### src/rtl/mod_pkg.sv
// Shared definitions for the modulation/demodulation blocks:
// FSM state encoding, sample width and the default bit-one offset,
// plus the helper that forms one segment sample from phase and bit.
package mod_pkg;

  localparam int unsigned SEG_W  = 32;
  localparam int unsigned DATA_W = 32;

  // Offset that marks a 1 bit; the demodulators use the same value.
  localparam logic [SEG_W-1:0] OFFSET_ONE_DEFAULT = 32'd65536;

  typedef enum logic [1:0] {
    IDLE = 2'd0,
    SEND = 2'd1,
    DONE = 2'd2
  } state_e;

  // Segment sample: running phase plus the offset for a 1 bit, wrapping mod 2^SEG_W.
  function automatic logic [SEG_W-1:0] seg_sample(input logic [SEG_W-1:0] phase,
                                                   input logic             bit_v,
                                                   input logic [SEG_W-1:0] offset);
    return phase + (bit_v ? offset : '0);
  endfunction

endpackage

### src/rtl/modulation_segment_gen_if.sv
// Handshake bundle for modulation_segment_gen.
//   data_in/data_valid/data_ready          : word input, valid/ready
//   segment_out/segment_valid/segment_ready: sample output, valid/ready
//   busy/done                              : status
// master = the side feeding words and consuming segments; slave = the generator.
interface modulation_segment_gen_if;
  import mod_pkg::*;

  logic [DATA_W-1:0] data_in;
  logic              data_valid;
  logic              data_ready;
  logic [SEG_W-1:0]  segment_out;
  logic              segment_valid;
  logic              segment_ready;
  logic              busy;
  logic              done;

  modport master (
    output data_in, data_valid, segment_ready,
    input  data_ready, segment_out, segment_valid, busy, done
  );

  modport slave (
    input  data_in, data_valid, segment_ready,
    output data_ready, segment_out, segment_valid, busy, done
  );

endinterface

### src/rtl/modulation_phase_acc.sv
// Running carrier phase: advances by PHASE_STEP on every accepted segment,
// wraps silently, cleared only by reset.
//   clk, reset     : clock, synchronous active-high reset
//   advance_i      : step the phase this cycle
//   phase_o        : current phase (registered)
//   phase_next_c   : phase after the next advance (combinational)
module modulation_phase_acc
  import mod_pkg::*;
#(
  parameter logic [SEG_W-1:0] PHASE_STEP = '0
) (
  input  logic             clk,
  input  logic             reset,
  input  logic             advance_i,
  output logic [SEG_W-1:0] phase_o,
  output logic [SEG_W-1:0] phase_next_c
);

  logic [SEG_W-1:0] phase_q;
  logic [SEG_W-1:0] phase_d;

  assign phase_next_c = phase_q + PHASE_STEP;

  always_comb begin
    phase_d = phase_q;
    if (advance_i) phase_d = phase_next_c;
  end

  always_ff @(posedge clk) begin
    if (reset) phase_q <= '0;
    else       phase_q <= phase_d;
  end

  assign phase_o = phase_q;

endmodule

### src/rtl/modulation_segment_gen.sv
// Serialises 32-bit words LSB-first and emits SYMBOL_LEN segment samples per
// bit; each sample is the running phase plus OFFSET_ONE for a 1 bit.
//   clk, reset : clock, synchronous active-high reset
//   bus        : slave side of modulation_segment_gen_if
//                (word in via data_*, samples out via segment_*, busy/done status)
module modulation_segment_gen
  import mod_pkg::*;
#(
  parameter int unsigned      SYMBOL_LEN = 4,
  parameter logic [SEG_W-1:0] OFFSET_ONE = OFFSET_ONE_DEFAULT,
  parameter logic [SEG_W-1:0] PHASE_STEP = '0
) (
  input  logic                    clk,
  input  logic                    reset,
  modulation_segment_gen_if.slave bus
);

  localparam int unsigned CNT_W = (SYMBOL_LEN > 1) ? $clog2(SYMBOL_LEN) : 1;
  localparam int unsigned BIT_W = $clog2(DATA_W);
  localparam logic [CNT_W-1:0] SYM_LAST = CNT_W'(SYMBOL_LEN - 1);
  localparam logic [BIT_W-1:0] BIT_LAST = BIT_W'(DATA_W - 1);

  state_e            state_q,      state_d;
  logic [DATA_W-1:0] shreg_q,      shreg_d;
  logic [BIT_W-1:0]  bit_idx_q,    bit_idx_d;
  logic [CNT_W-1:0]  sym_cnt_q,    sym_cnt_d;
  logic              data_ready_q, data_ready_d;
  logic [SEG_W-1:0]  seg_out_q,    seg_out_d;
  logic              seg_valid_q,  seg_valid_d;
  logic              busy_q,       busy_d;
  logic              done_q,       done_d;

  logic [SEG_W-1:0]  phase;
  logic [SEG_W-1:0]  phase_next_c;
  logic              accept_c;
  logic              xfer_c;
  logic              sym_wrap_c;
  logic              last_c;

  assign accept_c   = (state_q == IDLE) && data_ready_q && bus.data_valid;
  assign xfer_c     = (state_q == SEND) && seg_valid_q && bus.segment_ready;
  assign sym_wrap_c = (sym_cnt_q == SYM_LAST);
  assign last_c     = xfer_c && sym_wrap_c && (bit_idx_q == BIT_LAST);

  // Phase advances on every accepted segment, including the last of a word.
  modulation_phase_acc #(
    .PHASE_STEP (PHASE_STEP)
  ) u_phase (
    .clk          (clk),
    .reset        (reset),
    .advance_i    (xfer_c),
    .phase_o      (phase),
    .phase_next_c (phase_next_c)
  );

  // Next-state and registered-output logic.
  always_comb begin
    state_d      = state_q;
    shreg_d      = shreg_q;
    bit_idx_d    = bit_idx_q;
    sym_cnt_d    = sym_cnt_q;
    data_ready_d = data_ready_q;
    seg_out_d    = seg_out_q;
    seg_valid_d  = seg_valid_q;
    busy_d       = busy_q;
    done_d       = 1'b0;

    case (state_q)
      IDLE: begin
        data_ready_d = 1'b1;
        if (accept_c) begin
          shreg_d      = bus.data_in;
          bit_idx_d    = '0;
          sym_cnt_d    = '0;
          data_ready_d = 1'b0;
          seg_out_d    = seg_sample(phase, bus.data_in[0], OFFSET_ONE);
          seg_valid_d  = 1'b1;
          busy_d       = 1'b1;
          state_d      = SEND;
        end
      end

      SEND: begin
        if (last_c) begin
          seg_valid_d = 1'b0;
          done_d      = 1'b1;
          state_d     = DONE;
        end else if (xfer_c) begin
          // Next sample is built from the post-advance phase so transfers run back to back.
          if (sym_wrap_c) begin
            sym_cnt_d = '0;
            shreg_d   = shreg_q >> 1;
            bit_idx_d = bit_idx_q + BIT_W'(1);
            seg_out_d = seg_sample(phase_next_c, shreg_q[1], OFFSET_ONE);
          end else begin
            sym_cnt_d = sym_cnt_q + CNT_W'(1);
            seg_out_d = seg_sample(phase_next_c, shreg_q[0], OFFSET_ONE);
          end
        end
      end

      DONE: begin
        data_ready_d = 1'b1;
        busy_d       = 1'b0;
        state_d      = IDLE;
      end

      default: begin
        state_d = IDLE;
      end
    endcase
  end

  // State and output registers.
  always_ff @(posedge clk) begin
    if (reset) begin
      state_q      <= IDLE;
      shreg_q      <= '0;
      bit_idx_q    <= '0;
      sym_cnt_q    <= '0;
      data_ready_q <= 1'b0;
      seg_out_q    <= '0;
      seg_valid_q  <= 1'b0;
      busy_q       <= 1'b0;
      done_q       <= 1'b0;
    end else begin
      state_q      <= state_d;
      shreg_q      <= shreg_d;
      bit_idx_q    <= bit_idx_d;
      sym_cnt_q    <= sym_cnt_d;
      data_ready_q <= data_ready_d;
      seg_out_q    <= seg_out_d;
      seg_valid_q  <= seg_valid_d;
      busy_q       <= busy_d;
      done_q       <= done_d;
    end
  end

  assign bus.data_ready    = data_ready_q;
  assign bus.segment_out   = seg_out_q;
  assign bus.segment_valid = seg_valid_q;
  assign bus.busy          = busy_q;
  assign bus.done          = done_q;

endmodule

### src/flat_wrapper.sv
// flat-port wrapper written by rule: the top's interface ports become plain ports
module modulation_segment_gen_flat import mod_pkg::*;
#(
  parameter int unsigned      SYMBOL_LEN = 4,
  parameter logic [SEG_W-1:0] OFFSET_ONE = OFFSET_ONE_DEFAULT,
  parameter logic [SEG_W-1:0] PHASE_STEP = '0
)
  (clk, reset, bus_data_in, bus_data_valid, bus_segment_ready, bus_data_ready, bus_segment_out, bus_segment_valid, bus_busy, bus_done);
  modulation_segment_gen_if bus_i ();
  input  logic clk;
  input  logic reset;
  input wire logic [$bits(bus_i.data_in)-1:0] bus_data_in;
  input wire logic [$bits(bus_i.data_valid)-1:0] bus_data_valid;
  input wire logic [$bits(bus_i.segment_ready)-1:0] bus_segment_ready;
  output wire logic [$bits(bus_i.data_ready)-1:0] bus_data_ready;
  output wire logic [$bits(bus_i.segment_out)-1:0] bus_segment_out;
  output wire logic [$bits(bus_i.segment_valid)-1:0] bus_segment_valid;
  output wire logic [$bits(bus_i.busy)-1:0] bus_busy;
  output wire logic [$bits(bus_i.done)-1:0] bus_done;
  assign bus_i.data_in = bus_data_in;
  assign bus_i.data_valid = bus_data_valid;
  assign bus_i.segment_ready = bus_segment_ready;
  assign bus_data_ready = bus_i.data_ready;
  assign bus_segment_out = bus_i.segment_out;
  assign bus_segment_valid = bus_i.segment_valid;
  assign bus_busy = bus_i.busy;
  assign bus_done = bus_i.done;
  modulation_segment_gen #(.SYMBOL_LEN(SYMBOL_LEN), .OFFSET_ONE(OFFSET_ONE), .PHASE_STEP(PHASE_STEP)) u_core (.clk(clk), .reset(reset), .bus(bus_i));
endmodule
### config.mk
export PLATFORM = sky130hd
export DESIGN_NAME = modulation_segment_gen_flat
export DESIGN_NICKNAME = d
export VERILOG_FILES = /design/src/rtl/mod_pkg.sv /design/src/rtl/modulation_segment_gen_if.sv /design/src/rtl/modulation_phase_acc.sv /design/src/rtl/modulation_segment_gen.sv /design/src/flat_wrapper.sv
export SDC_FILE = /design/constraint.sdc
export NUM_CORES = 1
export LEC_CHECK = 0
export BUFFER_PORTS_ARGS = -buffer_cell sky130_fd_sc_hd__buf_2
export CORE_MARGIN = 3
export CORE_UTILIZATION = 25
export DETAILED_ROUTE_END_ITERATION = 8
export PLACE_DENSITY = 0.53
export SLEW_MARGIN = 20
export SYNTH_ARGS = -nofsm -noshare
export SYNTH_HDL_FRONTEND = slang
export SYNTH_HIERARCHICAL = 1
export SYNTH_SLANG_ARGS = --single-unit
### constraint.sdc
create_clock -name clk -period 2.2 [get_ports clk]
set_input_delay 0.11 -clock clk [delete_from_list [all_inputs] [get_ports clk]]
set_output_delay 0.11 -clock clk [all_outputs]
set_load 0.01 [all_outputs]
Yosys cells after proc, flatten, opt, wreduce, memory -nomap -nowiden
Index checks and enable logic that the tools add are counted.
W data, S select, Z words.
{"block": "word_totals", "reg_bits": 77, "in_bits": 36, "out_inout_bits": 36}
{"block": "classes", "add_sub_neg": 2, "eq_ne": 9, "mux": 33, "bitwise": 1, "reduce_logical": 15}
{"operator": "$mux W32", "count": 8}
{"operator": "$pmux W32 S2", "count": 2}
{"operator": "$mux W17", "count": 3}
{"operator": "$mux W5", "count": 4}
{"operator": "$mux W2", "count": 6}
{"operator": "$pmux W5 S2", "count": 1}
{"operator": "$ne A2 B1 Y1 const B", "count": 4}
{"operator": "$pmux W2 S2", "count": 2}
{"operator": "$logic_and A1 B1 Y1", "count": 6}
{"operator": "$pmux W1 S2", "count": 3}
{"operator": "$add A5 B1 Y5 const B", "count": 1}
{"operator": "$eq A5 B5 Y1 const B", "count": 1}
{"operator": "$reduce_and A5 Y1", "count": 1}
{"operator": "$eq A2 B2 Y1 const B", "count": 2}
{"operator": "$mux W1", "count": 4}
{"operator": "$reduce_and A2 Y1", "count": 2}
{"operator": "$reduce_and A4 Y1", "count": 1}
{"operator": "$reduce_bool A2 Y1", "count": 2}
{"operator": "$reduce_and A3 Y1", "count": 1}
{"operator": "$add A2 B1 Y2 const B", "count": 1}
{"operator": "$eq A2 B1 Y1 const B", "count": 1}
{"operator": "$logic_not A2 Y1", "count": 1}
{"operator": "$ne A2 B2 Y1 const B", "count": 1}
{"operator": "$reduce_or A2 Y1", "count": 1}
{"operator": "$not A1 Y1", "count": 1}

Logic depth before layout (Yosys ltp)
Gate-level depths: netlist (run 1).
{"block": "logic_depth", "depth_word": 7, "mapped_depth": 9, "depth_no_buf": 9}

Modules after synthesis
The synthesis (run 1) kept the hierarchy.
{"module": "modulation_segment_gen", "instances": 1, "cells_per_inst": 507, "area_each_um2": 3885.0, "seq_area_each_um2": 1541.5}
{"module": "modulation_phase_acc", "instances": 1, "cells_per_inst": 65, "area_each_um2": 484.2, "seq_area_each_um2": 0.0}

Least setup slack after synthesis (run 1)
No wires, ideal clock.
{"block": "synth_timing", "path_type": "register to register", "start": "register u_core.bit_idx_q[0]", "end": "register u_core.shreg_q[10]", "arrival_time_ns": 1.839, "slack_ns": 0.270, "stages_incl_launch_ff": 10, "n_path_buf": 2, "synth_period_minus_slack_ns": 1.930, "path_cell_list": "dfxtp_1 -> ha_1 -> and3_1 -> ha_1 -> o21ai_0 -> and2_1 -> buf_4 -> buf_4 -> nor2_1 -> a311oi_1"}
{"block": "synth_between", "elab_chain_cells": 4}
{"element": "start, declared", "line_no": "modulation_segment_gen.sv:25", "text": "logic [BIT_W-1:0] bit_idx_q, bit_idx_d;"}
{"element": "start signal, assigned", "line_no": "modulation_segment_gen.sv:129", "text": "bit_idx_q <= bit_idx_d;"}
{"element": "$eq A5 B5 Y1", "line_no": "modulation_segment_gen.sv:43", "text": "assign last_c = xfer_c && sym_wrap_c && (bit_idx_q == BIT_LAST);"}
{"element": "$logic_and A1 B1 Y1", "line_no": "modulation_segment_gen.sv:43"}
{"element": "$ne A2 B2 Y1 (no line)"}
{"element": "$reduce_and A5 Y1 (no line)"}
{"element": "end signal, assigned", "line_no": "modulation_segment_gen.sv:128", "text": "shreg_q <= shreg_d;"}
{"element": "end, declared", "line_no": "modulation_segment_gen.sv:24", "text": "logic [DATA_W-1:0] shreg_q, shreg_d;"}
No other way between the ends.
A chain may end at the register's enable or synchronous reset.

Worst setup path after layout (run 1)
{"block": "layout_timing", "start": "register u_core.bit_idx_q[0]", "end": "register u_core.seg_out_q[26], in the netlist u_core/bus.segment_out[26]"}
{"block": "layout_between", "elab_chain_cells": 4}
{"element": "$eq A5 B5 Y1", "line_no": "modulation_segment_gen.sv:43"}
{"element": "$logic_and A1 B1 Y1", "line_no": "modulation_segment_gen.sv:43"}
{"element": "$ne A2 B2 Y1 (no line)"}
{"element": "$reduce_and A4 Y1 (no line)"}
{"element": "end signal, assigned", "line_no": "modulation_segment_gen.sv:132", "text": "seg_out_q <= seg_out_d;"}
{"element": "end, declared", "line_no": "modulation_segment_gen.sv:28", "text": "logic [SEG_W-1:0] seg_out_q, seg_out_d;"}
No other way between the ends.

==> results of run 1 <==
==> metrics by stage <==
step                      hold WS (ns)  instance area [sq um]  util [%]
after floorplan                 0.2583                   4602         -
after global placement          0.3552                   4782     28.43
after detailed placement        0.3691                   4782     28.43
after CTS                      0.01901                   5076     30.18
after global routing           0.02124                   5129     30.49
final                          0.03808                   5129     30.49
==> layout by cell type (no fill, tap or decap), types with 14 or more instances in the layout <==
cell type	instances
dfxtp_1	77
buf_4	14
buf_2	71
xor2_1	16
nand3_1	15
nand2_1	129
conb_1	64
nor2_1	80
xnor2_1	14
a311oi_1	49
==> area by class of cell <==
| type | instances | area (sq um) | share of cell area, % |
|---|---|---|---|
| Inverter | 8 | 30.03 | 0.5855 |
| Timing Repair Buffer | 91 | 575.6 | 11.22 |
| Clock buffer | 9 | 225.2 | 4.391 |
| Sequential cell | 77 | 1541 | 30.06 |
| Clock inverter | 7 | 58.81 | 1.147 |
| Multi-Input combinational cell | 450 | 2422 | 47.23 |
| Tap cell | 220 | 275.3 | 5.367 |
==> per-layer routing <==
layer,wire (microns),GRT usage (%),vias to the layer above
met4,111,3.120,0
met1,5270,15.56,1632
met3,511,3.004,8
li1,-,-,1984
met2,4849,16.86,68
met5,0,0,-
==> power groups by stage <==
stage	registers [uW]	clock network (uW)	logic, uW
final	1550	1440	613
after global routing	1560	1560	695
after CTS	1550	1500	593
after detailed placement	1580	0	588
after global placement	1580	0	588
after floorplan	1590	0	457
==> flip-flops by register name (all words and copies together), names as in the netlist <==
| signal | count |
|---|---|
| u_core/bus.busy | 1 |
| u_core/bus.done | 1 |
| u_core/sym_cnt_q | 2 |
| u_core/state_q | 2 |
| u_core/shreg_q | 32 |
| u_core/bus.segment_out | 32 |
| u_core/bus.data_ready | 1 |
| u_core/bus.segment_valid | 1 |
| u_core/bit_idx_q | 5 |
==> worst max-delay path, delay by kind of cell (launching register included) <==
family / cells / cell delay [ns]
adder cells (fa/ha/maj): 2 / 0.43
AND/OR/NAND/NOR: 3 / 0.47
flip-flops: 1 / 0.34
AO/OA/AOI/OAI: 2 / 0.53
buffers and inverters: 1 / 0.19
==> repair_timing <==
action                                  CTS  global route
endpoints found under the setup margin    0            11
hold buffers                              1             0
gates resized for setup                   0             4
endpoints found under the hold margin     1             0
buffers inserted                          0             1
==> worst max-delay path by stage <==
stage and endpoint:
2_1_floorplan u_core/shreg_q[10], 3_3_place_gp u_core/bus.segment_out[25], 3_5_place_dp u_core/bus.segment_out[27], 4_1_cts u_core/bus.segment_out[24]
5_1_grt u_core/bus.segment_out[29], 6_report u_core/bus.segment_out[26]
==> impl_metrics.tcl, run 1 <==
set metrics [dict create \
    cpMostUsedCell "ha_1" \
    fin_cells 862 \
    dp_hpwl_mm 7.276 \
    die_h_microns 138.1 \
    totalPowerFinal_uw 3600 \
    grt_pass1_vias 3458 \
    slew_violations 0 \
    fp.dieW_microns 138.1 \
    io_pins 72 \
    clock_latency_ns 0.34 \
    cp-start-kind "flip-flop" \
    endpoint_kind "flip-flop" \
    dpl.cell_count 843 \
    whs_path_depth 3 \
    fin_crit_ns 2.053 \
    ff2ff_setup_slack_ns 0.15 \
    drc 0 \
    coreArea_sq_um 16820 \
    yosysWarnings 6 \
    setup_ws_ns 0.1475 \
    cts_tree "done" \
    relSlewSlack_pct 53.44 \
    timing.rr.start "u_core/bit_idx_q[0]" \
    via_per_inst 4.283 \
    grt_overflow 0 \
    syn_inst 571 \
    grt_pass1_wl_mm 17.57 \
    htree_levels 3 \
    fill_cells 1884 \
    ir_worst_vdd_uv 399.2 \
    cp-startpoint "u_core/bit_idx_q[0]" \
    ff2ff_path_depth 8 \
    grt_max_degree 64 \
    power.internal_uw 2528 \
    antenna_left 0 \
    fin_setup_tns_ns 0 \
    tightest_slew_ns 0.6984 \
    clkPwrFrac_pct 39.9 \
    drtIter0Drc 173 \
    cp.arrival_ns 2.30 \
    drive_gt1_share_pct 17.91 \
    power_density_nw_per_um2 702.0 \
    critical_path.cell_chain "ha_1 > and3_1 > ha_1 > and3_4 > a211oi_4 > buf_12 > nand2_4 > o32ai_1" \
    clk_path_buf_depth 2 \
    dieArea_sq_um 19080 \
    pwr-share-seq_pct 43.1 \
    final_nets 680 \
    syn_area_sq_um 4365 \
    status "finished clean" \
    switchingPower_uw 1072 \
    crit_required_ns 2.45 \
    worstHoldStart "bus_data_in[6]" \
    fin_crit_sh_pct 93.30 \
    whs_endpoint "u_core/shreg_q[6]" \
    cp_slowest_cell "dfxtp_1" \
    skew_ns 0.01073 \
    antenna_cells 0 \
    dr.pass1.iters 4 \
    leakage_uw 0.002187 \
    via_count 3692 \
    rows 47 \
    hold_viol_final 0 \
    combPwrFrac_pct 17.0 \
    worstPathMaxFanout 14 \
    worstReg2RegEnd "u_core/bus.segment_out[26]" \
    setup_violations 0 \
    syn_to_final_growth_pct 17.48 \
    routed_wl_mm 10.74 \
    clock_sinks 77 \
    cpPeakStageDelay_ns 0.34 \
    cts_made_buffers 9 \
    grt_setup_unrepaired "no" \
    portBuffers 71 \
    syn_area_per_cell_sq_um 7.645 \
    initial_core_util_pct 25.96 \
    clock.fmax_ghz 0.4872 \
    hold_path_class "in -> reg" \
    clk_pin_slew_ns 0.07 \
    switching_share_pct 29.78 \
    place_ws_ns 0.05550 \
    antenna_found_initial 0 \
    critPathKind "reg -> reg" \
    grt_usage_pct 11.11 \
    detail_route.wl_per_cell_microns 12.46 \
    routabilityCongestion 0.7703 \
    cts-root-buf "clkbuf_16" \
    drv_cap 0 \
]
No activity file was read; power rests on OpenSTA's default activity.
==> inputs of run 2 (changes only) <==
Settings changed: PLACE_DENSITY 0.53 to 0.55, SYNTH_HIERARCHICAL 1 to not set.
==> run 2 against run 1 <==
Net effect: global-route usage decreased by 1.3 points; non-clock buffer count decreased by 44; power decreased by 47%; sequential power decreased by 41%; clock-buffer cell count decreased by 4; core utilization decreased by 1.4 points; routed wire length decreased by 46%; first-iteration DRC count decreased by 39%; die area decreased by 39%; final cell count decreased by 47%; critical path type unchanged; critical endpoint is now u_core.shreg_q[25].
==> impl_metrics.tcl, run 2 <==
set metrics [dict create \
    critPathKind "reg -> reg" \
    crit_required_ns 2.41 \
    utilization_pct 29.14 \
    dp_hpwl_mm 3.920 \
    clk_path_buf_depth 2 \
    drive_gt1_share_pct 28.70 \
    relSlewSlack_pct 48.60 \
    whs_ns 0.08331 \
    cts_tree "done" \
    grt_overflow 0 \
    cp_slowest_cell "a31oi_2" \
    largest_register_ffs 32 \
    portBuffers 40 \
    endpoint_kind "flip-flop" \
    via_count 2074 \
    worstPathMaxFanout 32 \
    ctsResizeCount 0 \
    top_regs "u_core.shreg_q (32), u_core.bit_idx_q (5)" \
    clock_sinks 46 \
    die_h_microns 108.1 \
    syn_to_final_growth_pct 11.39 \
    cts_made_buffers 5 \
    ir_worst_vdd_uv 249.2 \
    yosys.area.top_type "dfxtp_1" \
    via_per_inst 4.538 \
    antenna_cells 0 \
    dieArea_sq_um 11680 \
    hold_buffers 0 \
    syn_inst 293 \
    grt_setup_unrepaired "no" \
    cp.arrival_ns 2.21 \
    cp-start-kind "flip-flop" \
    yosysWarnings 0 \
    ys_seq_area_share_pct 35.37 \
    slew_violations 0 \
    ys_ff_latch 46 \
    fin_setup_tns_ns 0 \
    grt_max_degree 34 \
    skew_ns 0.009080 \
    dr.pass1.iters 4 \
    htree_levels 2 \
    synth_edf_count 0 \
    tightest_slew_ns 0.7709 \
    cpMostUsedCell "ha_1" \
    worstHoldStart "bus_data_in[31]" \
    fp.dieW_microns 108.1 \
    rows 36 \
    ff2ff_setup_slack_ns 0.20 \
    clkPwrFrac_pct 33.1 \
    syn_area_sq_um 2604 \
    regMostFlops "u_core.shreg_q" \
    cts-root-buf "clkbuf_8" \
    mostFrequentLayoutCells "nand2_1 (69), dfxtp_1 (46), buf_2 (40)" \
    grt_pass1_wl_mm 9.397 \
    drc 0 \
    leakage_uw 0.001069 \
    synth_common_cells "nand2_1 (69), dfxtp_1 (46), a21oi_1 (38), buf_4 (38), a311oi_2 (29)" \
    final_common_cell "nand2_1" \
    io_pins 72 \
    initial_core_util_pct 26.16 \
    crit_family "compound AO/OA/AOI/OAI gates" \
    fin_crit_ns 2.001 \
    antenna_found_initial 0 \
    fin_crit_sh_pct 90.96 \
    switching_share_pct 28.99 \
    ys.flop_type "dfxtp_1" \
    hold_viol_final 0 \
    antenna_left 0 \
    yosys.cell_types.count 39 \
    cp-startpoint "u_core.bit_idx_q[0]" \
    yosysTopAreaCellShare_pct 35.37 \
    clk_pin_slew_ns 0.09 \
    status "finished clean" \
    setup_violations 0 \
    clock.fmax_ghz 0.4997 \
    hold_path_class "in -> reg" \
    power.internal_uw 1358 \
    detail_route.wl_per_cell_microns 12.68 \
    post-cts-setup-buffers 0 \
    coreArea_sq_um 9955 \
    cpPeakStageDelay_ns 0.39 \
    cp_num_buf_inv 1 \
    power_density_nw_per_um2 659.6 \
    yosysMostFrequentCell "nand2_1" \
    routed_wl_mm 5.796 \
    combPwrFrac_pct 19.0 \
    switchingPower_uw 554.6 \
    pwr-share-seq_pct 47.9 \
    synthArstFlopShare_pct 0 \
    drv_cap 0 \
    timing.rr.start "u_core.bit_idx_q[0]" \
    synth.area.top_cells "dfxtp_1 (35%), a311oi_2 (17%), buf_4 (11%), nand2_1 (9.9%), a21oi_1 (7.3%)" \
    final_nets 362 \
    grt_pass1_vias 1880 \
    routabilityCongestion 0.7781 \
    grt_usage_pct 9.788 \
    drtIter0Drc 105 \
    critical_path.cell_chain "ha_1 > and3_1 > ha_1 > nand2_1 > a31oi_2 > nor2_4 > buf_12 > a311oi_1" \
    clock_latency_ns 0.30 \
    fill_cells 1073 \
    syn_area_per_cell_sq_um 8.887 \
]
==> run 2: path summary, 6_finish.rpt <==
check	end	cells after the start
setup / recovery	u_core.shreg_q[25]	8
hold / removal	u_core.shreg_q[31]	3
setup reg to reg	u_core.shreg_q[25]	8
hold reg to reg	u_core.sym_cnt_q[1]	2
==> run 2: kinds of logic after synthesis <==
kind of cell	share of synthesized area, %
AOI/OAI and AO/OA	28.88
adders and majority gates	1.442
buffers and inverters	14.99
DFF	35.37
other	0.1440
and+or+nand+nor	19.17
==> run 2: layout make-up <==
| class | instances | area [sq um] | share of cell area, % |
|---|---|---|---|
| clock buffer | 5 | 68.82 | 2.373 |
| timing repair buffer | 47 | 290.3 | 10.01 |
| clock inverter | 3 | 40.04 | 1.381 |
| sequential | 46 | 920.9 | 31.75 |
| tap | 133 | 166.4 | 5.738 |
| multi-input combinational | 222 | 1410 | 48.62 |
| inverter | 1 | 3.754 | 0.1294 |
==> run 2: power groups by stage <==
stage	sequential, uW	clock [uW]	combinational (uW)
2_1_floorplan	932	0	322
3_5_place_dp	935	0	365
6_report	917	634	363
4_1_cts	916	651	366
3_3_place_gp	935	0	361
5_1_grt	923	685	401
==> run 2: tightest hold or removal path, delay by kind of cell <==
family | cells | cell delay (ns)
AND/OR/NAND/NOR | 1 | 0.06
buffers and inverters | 1 | 0.12
AO/OA/AOI/OAI | 1 | 0.06
==> run 2: through the flow <==
stage,worst slack (ns),instances,total power [uW],cell area [sq um]
2_1_floorplan,0.3859,323,1254,2716
3_3_place_gp,0.2810,449,1296,2791
3_5_place_dp,0.2063,449,1301,2791
4_1_cts,0.1898,457,1933,2900
5_1_grt,0.04192,457,2009,2900
6_report,0.1990,457,1913,2900
==> run 2: metal layers <==
layer  share of wire, %  global-route usage, %  vias up
li1                   -                      -     1047
met4               0.57                  2.164        0
met5                  0                      0        -
met1                 49                  13.96      968
met2                 45                  14.96       55
met3                4.9                  2.328        4
